`src/rtl/multiplier_sequencer.sv`:
```
// Sequencer for a registered multiplier: takes operand pairs on a valid/ready stream, strobes the
// multiplier registers, and returns the signed product on a valid/ready stream. Define MULT_ERR_CHECK_EN to abort ops on register access errors.
module multiplier_sequencer #(
  parameter int N     = 32,
  parameter int CNT_W = 16
) (
  input  logic             clk,
  input  logic             reset,
  input  logic             inValid,
  output logic             inReady,
  input  logic [N-1:0]     inA,
  input  logic [N-1:0]     inB,
  output logic [N-1:0]     mulA,
  output logic [N-1:0]     mulB,
  output logic             mulWeA,
  output logic             mulWeB,
  output logic             mulReA,
  output logic             mulReB,
  output logic             mulWeOut,
  output logic             mulReOut,
  output logic             mulRstA,
  output logic             mulRstB,
  output logic             mulRstOut,
  input  logic [2*N-1:0]   mulProduct,
  input  logic             mulErrA,
  input  logic             mulErrB,
  input  logic             mulErrOut,
  output logic             outValid,
  input  logic             outReady,
  output logic [2*N-1:0]   outProduct,
  output logic             outError,
  output logic [CNT_W-1:0] opCount
);

  typedef enum logic [2:0] {IDLE, LOAD, MUL, READ, CAPT, OUT} state_t;

  state_t       state, stateNext;
  logic [N-1:0] opA, opB;
  logic         err;
  logic         busy;

`ifdef MULT_ERR_CHECK_EN
  assign err = mulErrA | mulErrB | mulErrOut;
`else
  logic unusedErr;
  assign unusedErr = mulErrA ^ mulErrB ^ mulErrOut;
  assign err       = 1'b0;
`endif

  assign mulRstA   = reset;
  assign mulRstB   = reset;
  assign mulRstOut = reset;
  assign mulA      = opA;
  assign mulB      = opB;
  assign busy      = (state == LOAD) || (state == MUL) || (state == READ) || (state == CAPT);

  always_comb begin
    stateNext = state;
    inReady   = 1'b0;
    outValid  = 1'b0;
    mulWeA    = 1'b0;
    mulWeB    = 1'b0;
    mulReA    = 1'b0;
    mulReB    = 1'b0;
    mulWeOut  = 1'b0;
    mulReOut  = 1'b0;
    case (state)
      IDLE: begin
        inReady = 1'b1;
        if (inValid) stateNext = LOAD;
      end
      LOAD: begin
        mulWeA    = 1'b1;
        mulWeB    = 1'b1;
        stateNext = MUL;
      end
      MUL: begin
        mulReA    = 1'b1;
        mulReB    = 1'b1;
        mulWeOut  = 1'b1;
        stateNext = READ;
      end
      READ: begin
        mulReA    = 1'b1;
        mulReB    = 1'b1;
        mulReOut  = 1'b1;
        stateNext = CAPT;
      end
      CAPT: begin
        mulReOut  = 1'b1;
        stateNext = OUT;
      end
      OUT: begin
        outValid = 1'b1;
        if (outReady) stateNext = IDLE;
      end
      default: stateNext = IDLE;
    endcase
    // An access error kills every strobe on the abort edge and jumps straight to OUT
    if (busy && err) begin
      stateNext = OUT;
      mulWeA    = 1'b0;
      mulWeB    = 1'b0;
      mulReA    = 1'b0;
      mulReB    = 1'b0;
      mulWeOut  = 1'b0;
      mulReOut  = 1'b0;
    end
    // Nothing handshakes or strobes while reset is held
    if (reset) begin
      inReady  = 1'b0;
      outValid = 1'b0;
      mulWeA   = 1'b0;
      mulWeB   = 1'b0;
      mulReA   = 1'b0;
      mulReB   = 1'b0;
      mulWeOut = 1'b0;
      mulReOut = 1'b0;
    end
  end

  always_ff @(posedge clk) begin
    if (reset) begin
      state      <= IDLE;
      opA        <= '0;
      opB        <= '0;
      outProduct <= '0;
      outError   <= 1'b0;
      opCount    <= '0;
    end else begin
      state <= stateNext;
      if (state == IDLE && inValid) begin
        opA <= inA;
        opB <= inB;
      end
      if (busy && err) begin
        outProduct <= '0;
        outError   <= 1'b1;
      end else if (state == CAPT) begin
        outProduct <= mulProduct;
        outError   <= 1'b0;
      end
      if (state == OUT && outReady) opCount <= opCount + 1'b1;
    end
  end

endmodule

```
`config.mk`:
```
export PLATFORM = sky130hd
export DESIGN_NAME = multiplier_sequencer
export DESIGN_NICKNAME = d
export VERILOG_FILES = /design/src/rtl/multiplier_sequencer.sv
export SDC_FILE = /design/constraint.sdc
export NUM_CORES = 1
export LEC_CHECK = 0
export CAP_MARGIN = 20
export CORE_AREA = 2 2 126 128
export CTS_BUF_LIST = sky130_fd_sc_hd__clkbuf_8
export DETAILED_ROUTE_END_ITERATION = 6
export DIE_AREA = 0 0 128 130
export HOLD_SLACK_MARGIN = 0.03
export PLACE_DENSITY_LB_ADDON = 0.25
export SLEW_MARGIN = 5
export SYNTH_ARGS = -nofsm -noshare
export SYNTH_HDL_FRONTEND = slang
export SYNTH_SLANG_ARGS = --single-unit
```
`constraint.sdc`:
```
create_clock -name clk -period 1.4 [get_ports clk]
set_input_delay 0.28 -clock clk [delete_from_list [all_inputs] [get_ports clk]]
set_output_delay 0.28 -clock clk [all_outputs]
set_load 0.005 [all_outputs]
```
Yosys cells after proc, flatten, opt, wreduce, memory -nomap -nowiden
Index checks and enable logic that the tools add are counted.
Word-level totals
  bits in registers: 147
  bits in latches: 0
  RAM bits: 0
  bits in read-only memories: 0
  bits of input ports: 135
  output and inout port bits: 156
  logic and storage cells: 34
  memories kept: 0
Operators by class
  $add $sub $neg: 1
  multiply operators: 0
  div/mod/pow operators: 0
  magnitude comparators: 0
  eq/ne operators: 7
  shift operators: 0
  multiplexer cells: 15
  bitwise logic cells: 0
  reductions and logical operators: 6
Operators with widths (count)
  3-bit one-hot mux with 6 select lines: 1
  16-bit by 1-bit adder with 16-bit output, second input constant: 1
  1-bit two-way mux: 12
  3-bit by 2-bit equality test with 1-bit output, second input constant: 2
  3-bit equality test, second input constant: 2
  3-bit two-way mux: 2
  2-bit inequality test, second input constant: 2
  2-bit OR reduction: 2
  3-bit by 1-bit equality test with 1-bit output, second input constant: 1
  3-bit logical NOT: 1
  1-bit logical AND: 2
  2-bit AND reduction: 1

Logic depth before layout (Yosys ltp)
Gate-level depths: netlist of the first run.
  depth after elaboration: 4
  depth in mapped cells: 6
  gate-level depth less buffers: 5

Worst setup path before layout of the first run
No wires, ideal clock.
  kind: flip-flop to flip-flop
  start: reg opCount[4]
  end: reg opCount[15]
  arrival time: 1.457 ns
  required time: 1.279 ns
  slack: -0.178 ns
  stages on the path, launching flop included: 5
  path buffers: 0
  cell sequence: dfxtp_1 nand4_1 nor3_2 nor3b_1 mux2_2
On the way
  longest elaborated chain between the ends: 1
Ends and longest elaborated chain
  from (decl): line 32  | output logic [CNT_W-1:0] opCount
  from (signal assigned): line 143  | if (state == OUT && outReady) opCount <= opCount + 1'b1;
  16-bit by 1-bit adder with 16-bit output: line 143
Every way passes these cells.
A chain may end at the register's enable or synchronous reset.

Worst setup path in the final report of the first run
  start: reg state[2]
  end: reg opB[12], in the netlist mulB[12]
On the way
  longest elaborated chain between the ends: 2
Ends and longest elaborated chain
  from (decl): line 37  | state_t state, stateNext;
  from (signal assigned): line 131  | state <= stateNext;
  3-bit logical NOT: line 132  | if (state == IDLE && inValid) begin
  1-bit logical AND: line 132
  to (signal assigned): line 134  | opB <= inB;
  to (decl): line 38  | logic [N-1:0] opA, opB;
Every way passes these cells.

==> results of run 1 <==
critical path, cell delays in order, from the launching register on:
cell     delay, ps
dfxtp_4        370
buf_4          170
or4b_4         630
buf_12         170
buf_16         150
nand2_1         90
a21oi_2         60
cell usage after synthesis:
master    count
nand2_1     263
ha_1          1
nor4b_1       1
nor2b_1       3
or3_4         1
nor3_1        5
buf_2        24
nor3_2        1
o21ai_0       3
buf_4         7
or2_2         1
nor3b_1       3
and4_1        1
a31o_2        1
xnor2_1       8
inv_1         4
or3_1         3
or3b_2        1
mux2_2        2
o211a_1       1
clkbuf_1     24
nand3_1       3
xor2_1        1
dfxtp_1     147
nand2b_1      2
nor2_1       17
nand4b_4      1
nor4_1        4
nand3b_1      1
a21oi_1     135
or4b_2        1
conb_1        1
nand4_1       3
mux2i_1       1
what timing repair did:
item	4_1_cts	5_1_grt
gates resized for setup	339	45
buffers inserted	32	5
gates cloned	7	0
hold endpoints to repair	0	0
pin swaps	42	23
endpoints found under the setup margin	293	157
flip-flops by register name, summed over array words and instances, names as in the netlist:
name / cells
mulB: 32
state: 3
outProduct: 64
mulA: 32
opCount: 16
cell families after synthesis:
group	share of synthesized area
simple gates	0.243
flops	0.549
compound gates	0.132
buf+inv	0.0518
xor+xnor	0.0147
mux	0.00607
fa+ha+maj	0.00233
other cells	0.000700
layout make-up:
cell class	instances	area [sq um]	share of cell area
timing repair buffer	373	3670	0.370
sequential	147	3010	0.304
multi-input combinational	469	2570	0.259
tap	192	240	0.0242
clock buffer	17	234	0.0236
clock inverter	15	166	0.0168
inverter	4	15.0	0.00152
metal layers:
| layer | GRT usage | routed length, um |
|---|---|---|
| met1 | 0.230 | 7110 |
| met2 | 0.363 | 9020 |
| met3 | 0.0906 | 1700 |
| met4 | 0.0679 | 182 |
| met5 | 0 | 0 |
power breakdown:
group	switching, uW	internal (uW)
Clock	1640	1740
Combinational	813	1160
Sequential	96.3	4370
Total	2550	7280
metrics by stage:
stage	power, uW	instances	area (sq um)	setup TNS (ps)	util
after floorplan	5140	675	5460	-203	-
after global placement	6110	1148	8720	-34360	0.565
after detailed placement	6120	1148	8720	-36090	0.565
after CTS	9960	1219	9850	-33320	0.638
after global routing	10300	1217	9910	-44490	0.642
final	9830	1217	9910	-31410	0.642
how the worst min path moves through the flow:
stage | to | cells past startpoint
after floorplan | mulA[0]$_SDFFE_PP0P_ | 2
after global placement | outProduct[9]$_SDFFE_PP0N_ | 2
after detailed placement | outProduct[44]$_SDFFE_PP0N_ | 2
after CTS | state[2]$_SDFFE_PP0P_ | 3
after global routing | state[2]$_SDFFE_PP0P_ | 3
final | state[2]$_SDFFE_PP0P_ | 3
==> load_flow_metrics.sql, run 1 <==
INSERT INTO impl_metrics (metric_group, metric, value, unit) VALUES
('placement', 'post-dp-hpwl', '11.2', 'mm'),
('sta', 'finalClockSkew', '7.42', 'ps'),
('yosys', 'synth_nets', '811', ''),
('routing', 'post_drt_via_cell_ratio', '4.70', ''),
('clocking', 'cts-hold-fix-buffers', '0', ''),
('power', 'leakage', '0.00445', 'uW'),
('floorplanning', 'die_span_in_x', '128', 'um'),
('critical_path', 'critical_path_startpoint', 'state[2]$_SDFFE_PP0P_', ''),
('clocking', 'clock_sinks', '147', ''),
('min_path', 'min-delay-start', 'reset', ''),
('yosys', 'synthCells', '675', ''),
('yosys', 'share_of_the_yosys_chip_area_belonging_to_registers', '0.549', ''),
('grt', 'global_route_wire_length_before_repair', '27.1', 'mm'),
('yosys', 'synth.yosys.warnings', '0', ''),
('flow_run', 'drv.max_cap_violation_count', '0', ''),
('sta', 'holdWs', '189', 'ps'),
('sta', 'finalHoldViolations', '0', ''),
('placement', 'place.gp.congestion', '0.764', ''),
('clocking', 'clock_tree.root_cell', 'clkbuf_8', ''),
('yosys', 'synth_seq_cells', '147', ''),
('cells_and_area', 'area_delta_synth_final', '84.8', '%'),
('clocking', 'numCtsBuffers', '17', ''),
('critical_path', 'crit-reg2reg-launch', 'state[2]$_SDFFE_PP0P_', ''),
('routing', 'via_count', '5714', ''),
('cells_and_area', 'layout-drive-gt1-share', '0.252', ''),
('yosys', 'post-synth-top-area-cell', 'dfxtp_1', ''),
('grt', 'grt_total_ovfl', '0', ''),
('yosys', 'area_share_of_the_leading_cell_type_in_the_synthesized_netlist', '0.549', ''),
('sta', 'timing.final.ws_setup', '-355', 'ps'),
('sta', 'grt_setup_unrepaired', 'yes', ''),
('floorplanning', 'std_cell_rows', '46', ''),
('routing', 'route.detailed.wl_per_inst', '14.8', 'um'),
('min_path', 'hold_path.class', 'input pin to flop', ''),
('yosys', 'area_of_the_mapped_netlist', '5360', 'sq um'),
('sta', 'post-route-min-period', '1760', 'ps'),
('cells_and_area', 'mostFrequentLayoutCell', 'nand2_1', ''),
('cells_and_area', 'insertedDiodeCount', '0', ''),
('floorplanning', 'core', '15400', 'sq um'),
('grt', 'grt_pass1_vias', '5393', ''),
('critical_path', 'regToRegEndpoint', 'mulB[12]$_SDFFE_PP0P_', ''),
('clocking', 'clock_path_buffers', '2', ''),
('placement', 'portBuffers', '286', ''),
('clocking', 'clk_latency', '440', 'ps'),
('cells_and_area', 'num-fill-cells', '1362', ''),
('sta', 'finalSetupViolations', '151', ''),
('grt', 'grt_use_total', '0.208', ''),
('critical_path', 'worstSetupEndpoint', 'mulB[12]$_SDFFE_PP0P_', ''),
('critical_path', 'endpoint_kind', 'flop', ''),
('critical_path', 'crit_required', '1700', 'ps'),
('floorplanning', 'fp.dieH', '130', 'um'),
('critical_path', 'timing.setup.critical_path_class', 'flop to flop', ''),
('routing', 'first_pass_iters', '5', ''),
('yosys', 'netlist-cell-type-count', '34', ''),
('power', 'power_density', '992', 'nW/um^2'),
('routing', 'ant_nets', '0', ''),
('placement', 'post-place-ws', '-503', 'ps'),
('floorplanning', 'area_of_the_die', '16600', 'sq um'),
('power', 'worst_ir_drop_vdd', '0.000644', 'V'),
('sta', 'min_period_over_period', '1.25', ''),
('clocking', 'tritoncts', 'done', ''),
('clocking', 'cts-htree-levels', '4', ''),
('routing', 'drc_violations', '0', ''),
('routing', 'routed_wl', '18.0', 'mm'),
('critical_path', 'cp_data_arrival_time', '2060', 'ps'),
('outcome', 'run_status', 'finished, violations left', ''),
('critical_path', 'critical_path.startpoint_type', 'flop', ''),
('sta', 'fmax', '570', 'MHz'),
('critical_path', 'worstRegToRegCells', '6', ''),
('floorplanning', 'ioPinCount', '291', ''),
('grt', 'grt_max_degree', '94', ''),
('grt', 'number_of_antenna_violations_at_the_first_check_in_global_routing', '0', ''),
('cells_and_area', 'mostFrequentLayoutCells', 'nand2_1 (241), clkdlybuf4s50_1 (133), dlygate4sd2_1 (128)', ''),
('cells_and_area', 'nNetsFinal', '1148', ''),
('yosys', 'synthesis.area_per_instance', '7.94', 'sq um'),
('critical_path', 'reg2reg_setup_slack', '-360', 'ps'),
('clocking', 'clkTransAtPathRegs', '80', 'ps'),
('sta', 'maxSlewViolCount', '0', ''),
('outcome', 'violations', 'setup timing', ''),
('floorplanning', 'floorplan.initialDensity', '0.348', ''),
('routing', 'drt_iter0_drc', '248', ''),
('critical_path', 'path_max_fanout', '16', ''),
('yosys', 'synth_area_leaders', 'dfxtp_1 (55%), nand2_1 (18%), a21oi_1 (13%), buf_2 (2.2%), clkbuf_1 (1.7%)', ''),
('sta', 'timing_worst_slew_pin_value', '681', 'ps'),
('sta', 'max-slew-margin-rel', '0.546', '');
No activity file was read; power rests on OpenSTA's default activity.
==> run 2, diff against run 1 <==
--- a/config.mk
+++ b/config.mk
@@ -7,7 +7,7 @@
 export LEC_CHECK = 0
 export CAP_MARGIN = 20
 export CORE_AREA = 2 2 126 128
-export CTS_BUF_LIST = sky130_fd_sc_hd__clkbuf_8
+export CTS_BUF_LIST = sky130_fd_sc_hd__clkbuf_4 sky130_fd_sc_hd__clkbuf_8
 export DETAILED_ROUTE_END_ITERATION = 6
 export DIE_AREA = 0 0 128 130
 export HOLD_SLACK_MARGIN = 0.03
==> load_flow_metrics.sql, run 2 (synthesis gave the netlist of run 1 again) <==
INSERT INTO impl_metrics (metric_group, metric, value, unit) VALUES
('outcome', 'run_status', 'finished, violations left', ''),
('outcome', 'violations', 'setup timing', ''),
('critical_path', 'path_max_fanout', '16', ''),
('min_path', 'hold_path.class', 'input pin to flop', ''),
('grt', 'global_route_wire_length_before_repair', '27.1', 'mm'),
('power', 'p_total', '9850', 'uW'),
('routing', 'first_pass_iters', '5', ''),
('critical_path', 'timing.setup.critical_path_class', 'flop to flop', ''),
('clocking', 'clock_path_buffers', '2', ''),
('routing', 'drt_iter0_drc', '248', ''),
('flow_run', 'drv.max_cap_violation_count', '0', ''),
('critical_path', 'crit_required', '1700', 'ps'),
('sta', 'finalClockSkew', '7.42', 'ps'),
('clocking', 'tritoncts', 'done', ''),
('sta', 'grt_setup_unrepaired', 'yes', ''),
('floorplanning', 'fp.dieH', '130', 'um'),
('critical_path', 'critical_path.startpoint_type', 'flop', ''),
('routing', 'route.detailed.wl_per_inst', '14.8', 'um'),
('sta', 'finalSetupViolations', '151', ''),
('grt', 'grt_total_ovfl', '0', ''),
('clocking', 'clock_tree.root_cell', 'clkbuf_8', ''),
('grt', 'number_of_antenna_violations_at_the_first_check_in_global_routing', '0', ''),
('floorplanning', 'std_cell_rows', '46', ''),
('cells_and_area', 'area_delta_synth_final', '84.9', '%'),
('routing', 'ant_nets', '0', ''),
('sta', 'maxSlewViolCount', '0', ''),
('critical_path', 'endpoint_kind', 'flop', ''),
('routing', 'drt-met1-wl', '7.11', 'mm'),
('clocking', 'clk_latency', '440', 'ps'),
('grt', 'grt_max_degree', '94', ''),
('grt', 'grt_use_total', '0.208', ''),
('floorplanning', 'area_of_the_die', '16600', 'sq um'),
('sta', 'holdWs', '189', 'ps'),
('placement', 'post-dp-hpwl', '11.2', 'mm'),
('power', 'power_density', '994', 'nW/um^2'),
('routing', 'via_count', '5714', ''),
('cells_and_area', 'reg_with_most_ffs', 'outProduct', ''),
('floorplanning', 'floorplan.initialDensity', '0.348', ''),
('routing', 'top_layer', 'met4', ''),
('cells_and_area', 'layout-drive-gt1-share', '0.253', ''),
('floorplanning', 'ioPinCount', '291', ''),
('cells_and_area', 'largest_register_ffs', '64', ''),
('cells_and_area', 'nNetsFinal', '1148', ''),
('placement', 'place.gp.congestion', '0.764', ''),
('clocking', 'clock_sinks', '147', ''),
('cells_and_area', 'insertedDiodeCount', '0', ''),
('sta', 'post-route-min-period', '1760', 'ps'),
('floorplanning', 'core', '15400', 'sq um'),
('routing', 'routed_wl', '18.0', 'mm'),
('cells_and_area', 'mostFrequentLayoutCells', 'nand2_1 (241), clkdlybuf4s50_1 (133), dlygate4sd2_1 (128)', ''),
('sta', 'timing.final.ws_setup', '-355', 'ps'),
('power', 'leakage', '0.00445', 'uW'),
('routing', 'wl_met2', '9.02', 'mm'),
('clocking', 'clkTransAtPathRegs', '80', 'ps'),
('grt', 'grt_pass1_vias', '5393', ''),
('cells_and_area', 'num-fill-cells', '1360', ''),
('sta', 'fmax', '570', 'MHz'),
('clocking', 'numCtsBuffers', '17', ''),
('routing', 'post_drt_via_cell_ratio', '4.70', ''),
('clocking', 'cts-htree-levels', '4', ''),
('sta', 'timing_worst_slew_pin_value', '681', 'ps'),
('sta', 'max-slew-margin-rel', '0.546', ''),
('floorplanning', 'die_span_in_x', '128', 'um'),
('routing', 'drc_violations', '0', ''),
('power', 'worst_ir_drop_vdd', '0.000644', 'V'),
('sta', 'min_period_over_period', '1.25', ''),
('routing', 'met3WireLength', '1.70', 'mm'),
('placement', 'portBuffers', '286', ''),
('cells_and_area', 'mostFrequentLayoutCell', 'nand2_1', ''),
('critical_path', 'cp_data_arrival_time', '2060', 'ps'),
('sta', 'finalHoldViolations', '0', '');
-- run 2: repair_timing --
item                       CTS  global route
gates cloned                 7             0
hold buffers                 0             0
setup endpoints to repair  293           157
gates resized for setup    339            45
pin swaps                   42            23
buffers inserted            32             5
-- run 2: area by class of cell --
| cell class | instances | area [sq um] | share of cell area |
|---|---|---|---|
| inverters | 4 | 15.0 | 0.00151 |
| clock inverters | 14 | 163 | 0.0164 |
| well taps | 192 | 240 | 0.0242 |
| multi-input cells | 469 | 2570 | 0.259 |
| clock buffers | 18 | 241 | 0.0244 |
| flip-flops and latches | 147 | 3010 | 0.304 |
| repair buffers | 373 | 3670 | 0.370 |
-- run 2: metal layers --
metal  GRT usage  up-vias
li1            -     2858
met1       0.230     2628
met2       0.363      215
met3      0.0906       13
met4      0.0679        0
met5           0        -
-- run 2: where the power goes --
part           switching (uW)  internal (uW)  total, uW  leakage, uW
logic                     813           1160       1970      0.00303
clock network            1640           1770       3410     0.000198
registers                96.3           4370       4470      0.00122
-- run 2: per-stage QoR --
step	instance area [sq um]	cells	TNS, ps	utilization	setup slack [ps]
global route	9910	1217	-44490	0.643	-412
finish	9910	1217	-31410	0.643	-355
CTS	9850	1219	-33320	0.639	-388
global placement	8720	1148	-34360	0.565	-473
detailed placement	8720	1148	-36090	0.565	-503
floorplan	5460	675	-203	-	-132
-- run 2: path summary, 6_finish.rpt --
check / slack [ps] / endpoint / depth (start not counted) / startpoint
setup / recovery: -360 / mulB[12]$_SDFFE_PP0P_ / 6 / state[2]$_SDFFE_PP0P_
hold reg to reg: 450 / outProduct[23]$_SDFFE_PP0N_ / 2 / outProduct[23]$_SDFFE_PP0N_
setup reg to reg: -360 / mulB[12]$_SDFFE_PP0P_ / 6 / state[2]$_SDFFE_PP0P_
hold / removal: 190 / state[2]$_SDFFE_PP0P_ / 3 / reset
-- run 2: critical path, cell delays in order (launching register included) --
cell and delay, ps:
dfxtp_4 370, buf_4 170, or4b_4 630, buf_12 170, buf_16 150, nand2_1 90, a21oi_2 60
==> run 3, diff against run 2 <==
--- a/config.mk
+++ b/config.mk
@@ -12,6 +12,7 @@
 export DIE_AREA = 0 0 128 130
 export HOLD_SLACK_MARGIN = 0.03
 export PLACE_DENSITY_LB_ADDON = 0.25
+export REMOVE_ABC_BUFFERS = 1
 export SLEW_MARGIN = 5
 export SYNTH_ARGS = -nofsm -noshare
 export SYNTH_HDL_FRONTEND = slang
==> load_flow_metrics.sql, run 3 (synthesis gave the netlist of run 1 again) <==
INSERT INTO impl_metrics (metric_group, metric, value, unit) VALUES
('routing', 'ant_nets', '0', ''),
('clocking', 'clock_tree.root_cell', 'clkbuf_8', ''),
('sta', 'finalSetupTns', '-22630', 'ps'),
('grt', 'grt_max_degree', '74', ''),
('critical_path', 'critical_path_startpoint', 'state[0]$_SDFFE_PP0P_', ''),
('cells_and_area', 'nNetsFinal', '1146', ''),
('routing', 'first_pass_iters', '4', ''),
('power', 'leakage', '0.00451', 'uW'),
('grt', 'global_route_wire_length_before_repair', '26.8', 'mm'),
('cells_and_area', 'layout-drive-gt1-share', '0.279', ''),
('routing', 'drt_iter0_drc', '255', ''),
('placement', 'portBuffers', '286', ''),
('clocking', 'tritoncts', 'done', ''),
('sta', 'min_period_over_period', '1.28', ''),
('cells_and_area', 'largest_register_ffs', '64', ''),
('routing', 'route.detailed.wl_per_inst', '15.4', 'um'),
('critical_path', 'path_max_fanout', '2', ''),
('placement', 'post-dp-hpwl', '11.8', 'mm'),
('grt', 'number_of_antenna_violations_at_the_first_check_in_global_routing', '0', ''),
('sta', 'max-slew-margin-rel', '0.526', ''),
('min_path', 'min-delay-start', 'reset', ''),
('clocking', 'clkTransAtPathRegs', '80', 'ps'),
('floorplanning', 'core', '15400', 'sq um'),
('sta', 'grt_setup_unrepaired', 'yes', ''),
('grt', 'grt_use_total', '0.205', ''),
('power', 'power_density', '1010', 'nW/um^2'),
('floorplanning', 'floorplan.initialDensity', '0.348', ''),
('critical_path', 'path_delay_family', 'simple AND/OR/NAND/NOR gates', ''),
('cells_and_area', 'reg_with_most_ffs', 'outProduct', ''),
('power', 'p_total', '10000', 'uW'),
('critical_path', 'timing.setup.critical_path_class', 'flop to output pin', ''),
('critical_path', 'crit_required', '1120', 'ps'),
('clocking', 'numCtsBuffers', '17', ''),
('routing', 'via_count', '5794', ''),
('min_path', 'hold_path.class', 'input pin to flop', ''),
('sta', 'fmax', '557', 'MHz'),
('floorplanning', 'area_of_the_die', '16600', 'sq um'),
('clocking', 'cts-htree-levels', '4', ''),
('cells_and_area', 'num-fill-cells', '1366', ''),
('flow_run', 'drv.max_cap_violation_count', '0', ''),
('floorplanning', 'ioPinCount', '291', ''),
('critical_path', 'crit-reg2reg-launch', 'state[0]$_SDFFE_PP0P_', ''),
('placement', 'post-place-ws', '-562', 'ps'),
('floorplanning', 'die_span_in_x', '128', 'um'),
('critical_path', 'path_buf_inv', '2', ''),
('placement', 'placed_area', '8660', 'sq um'),
('outcome', 'violations', 'setup timing', ''),
('sta', 'finalSetupViolations', '152', ''),
('grt', 'grt_total_ovfl', '0', ''),
('routing', 'post_drt_via_cell_ratio', '4.77', ''),
('clocking', 'clock_sinks', '147', ''),
('critical_path', 'critical_path.startpoint_type', 'flop', ''),
('critical_path', 'critical-path-max-stage-delay', '370', 'ps'),
('cells_and_area', 'finalInstanceArea', '9980', 'sq um'),
('sta', 'timing_worst_slew_pin_value', '711', 'ps'),
('sta', 'finalClockSkew', '13.0', 'ps'),
('sta', 'finalHoldViolations', '0', ''),
('sta', 'timing.final.ws_setup', '-394', 'ps'),
('critical_path', 'timing.critical_path.cells', 'buf_6 > or3b_4 > a21oi_2 > buf_2', ''),
('floorplanning', 'fp.dieH', '130', 'um'),
('critical_path', 'endpoint_kind', 'output pin', ''),
('critical_path', 'timing.critical_path.slowest_stage_cell', 'or3b_4', ''),
('sta', 'maxSlewViolCount', '0', ''),
('outcome', 'run_status', 'finished, violations left', ''),
('cells_and_area', 'mostFrequentLayoutCells', 'nand2_1 (232), clkdlybuf4s50_1 (133), dlygate4sd2_1 (133)', ''),
('power', 'worst_ir_drop_vdd', '0.000501', 'V'),
('critical_path', 'cp_data_arrival_time', '1510', 'ps'),
('cells_and_area', 'insertedDiodeCount', '0', ''),
('cells_and_area', 'area_delta_synth_final', '86.1', '%'),
('clocking', 'clock_path_buffers', '2', ''),
('cells_and_area', 'mostFrequentLayoutCell', 'nand2_1', ''),
('routing', 'drc_violations', '0', ''),
('grt', 'grt_pass1_vias', '5267', ''),
('floorplanning', 'std_cell_rows', '46', ''),
('clocking', 'clk_latency', '450', 'ps'),
('sta', 'post-route-min-period', '1790', 'ps'),
('placement', 'place.gp.congestion', '0.780', ''),
('routing', 'routed_wl', '18.7', 'mm');
==> run 3: changes by cell type in the layout (fill, tap and decap cells not counted), sizes merged <==
cell	before	now
bufinv	3	4
clkinv	6	3
clkbuf	18	28
clkdlybuf4s15	5	0
dlygate4sd2	128	133
buf	107	97
==> run 3: worst min-delay path, cell delays in order <==
cell and delay [ps]:
buf_4 130, buf_4 160, a21oi_2 30
==> run 3: path summary, 6_finish.rpt <==
| check | endpoint | slack, ps | cells past startpoint |
|---|---|---|---|
| min reg2reg | mulB[10]$_SDFFE_PP0P_ | 450 | 2 |
| min | mulA[10]$_SDFFE_PP0P_ | 190 | 3 |
| max reg2reg | opCount[12]$_SDFFE_PP0P_ | -300 | 6 |
| max | mulReOut | -390 | 4 |
==> run 3: through the flow <==
step | util | hold WS, ps | instances
floorplan | - | 349 | 620
global placement | 0.561 | 439 | 1148
detailed placement | 0.561 | 444 | 1148
CTS | 0.613 | 141 | 1202
global route | 0.647 | 181 | 1215
finish | 0.647 | 195 | 1215
==> run 3: report_power, final <==
| part | internal (uW) | leakage, uW | total (uW) | switching [uW] |
|---|---|---|---|---|
| clock network | 2060 | 0.000215 | 3700 | 1650 |
| registers | 4380 | 0.00122 | 4480 | 91.8 |
| logic | 1060 | 0.00308 | 1870 | 805 |
==> run 3: routing by layer <==
layer  vias up  wire length (um)  track usage
met5         -                 0            0
met4         0               490       0.0905
met3        32              1200       0.0595
met2       212              9520        0.352
met1      2705              7510        0.241
li1       2845                 -            -
==> run 3: what timing repair did <==
item / CTS / global route
resized for setup: 308 / 106
endpoints found under the setup margin: 295 / 152
pin swaps: 11 / 36
hold endpoints to repair: 0 / 0
buffers inserted: 17 / 4
gates cloned: 5 / 10
hold buffers: 0 / 0
==> run 3: final cells by class <==
cell class / instances / area [sq um] / share of cell area
Clock inverter: 12 / 178 / 0.0178
Sequential cell: 147 / 3000 / 0.301
Inverter: 4 / 15.0 / 0.00151
Tap cell: 192 / 240 / 0.0241
Timing Repair Buffer: 371 / 3640 / 0.365
Multi-Input combinational cell: 469 / 2630 / 0.263
Clock buffer: 20 / 269 / 0.0270
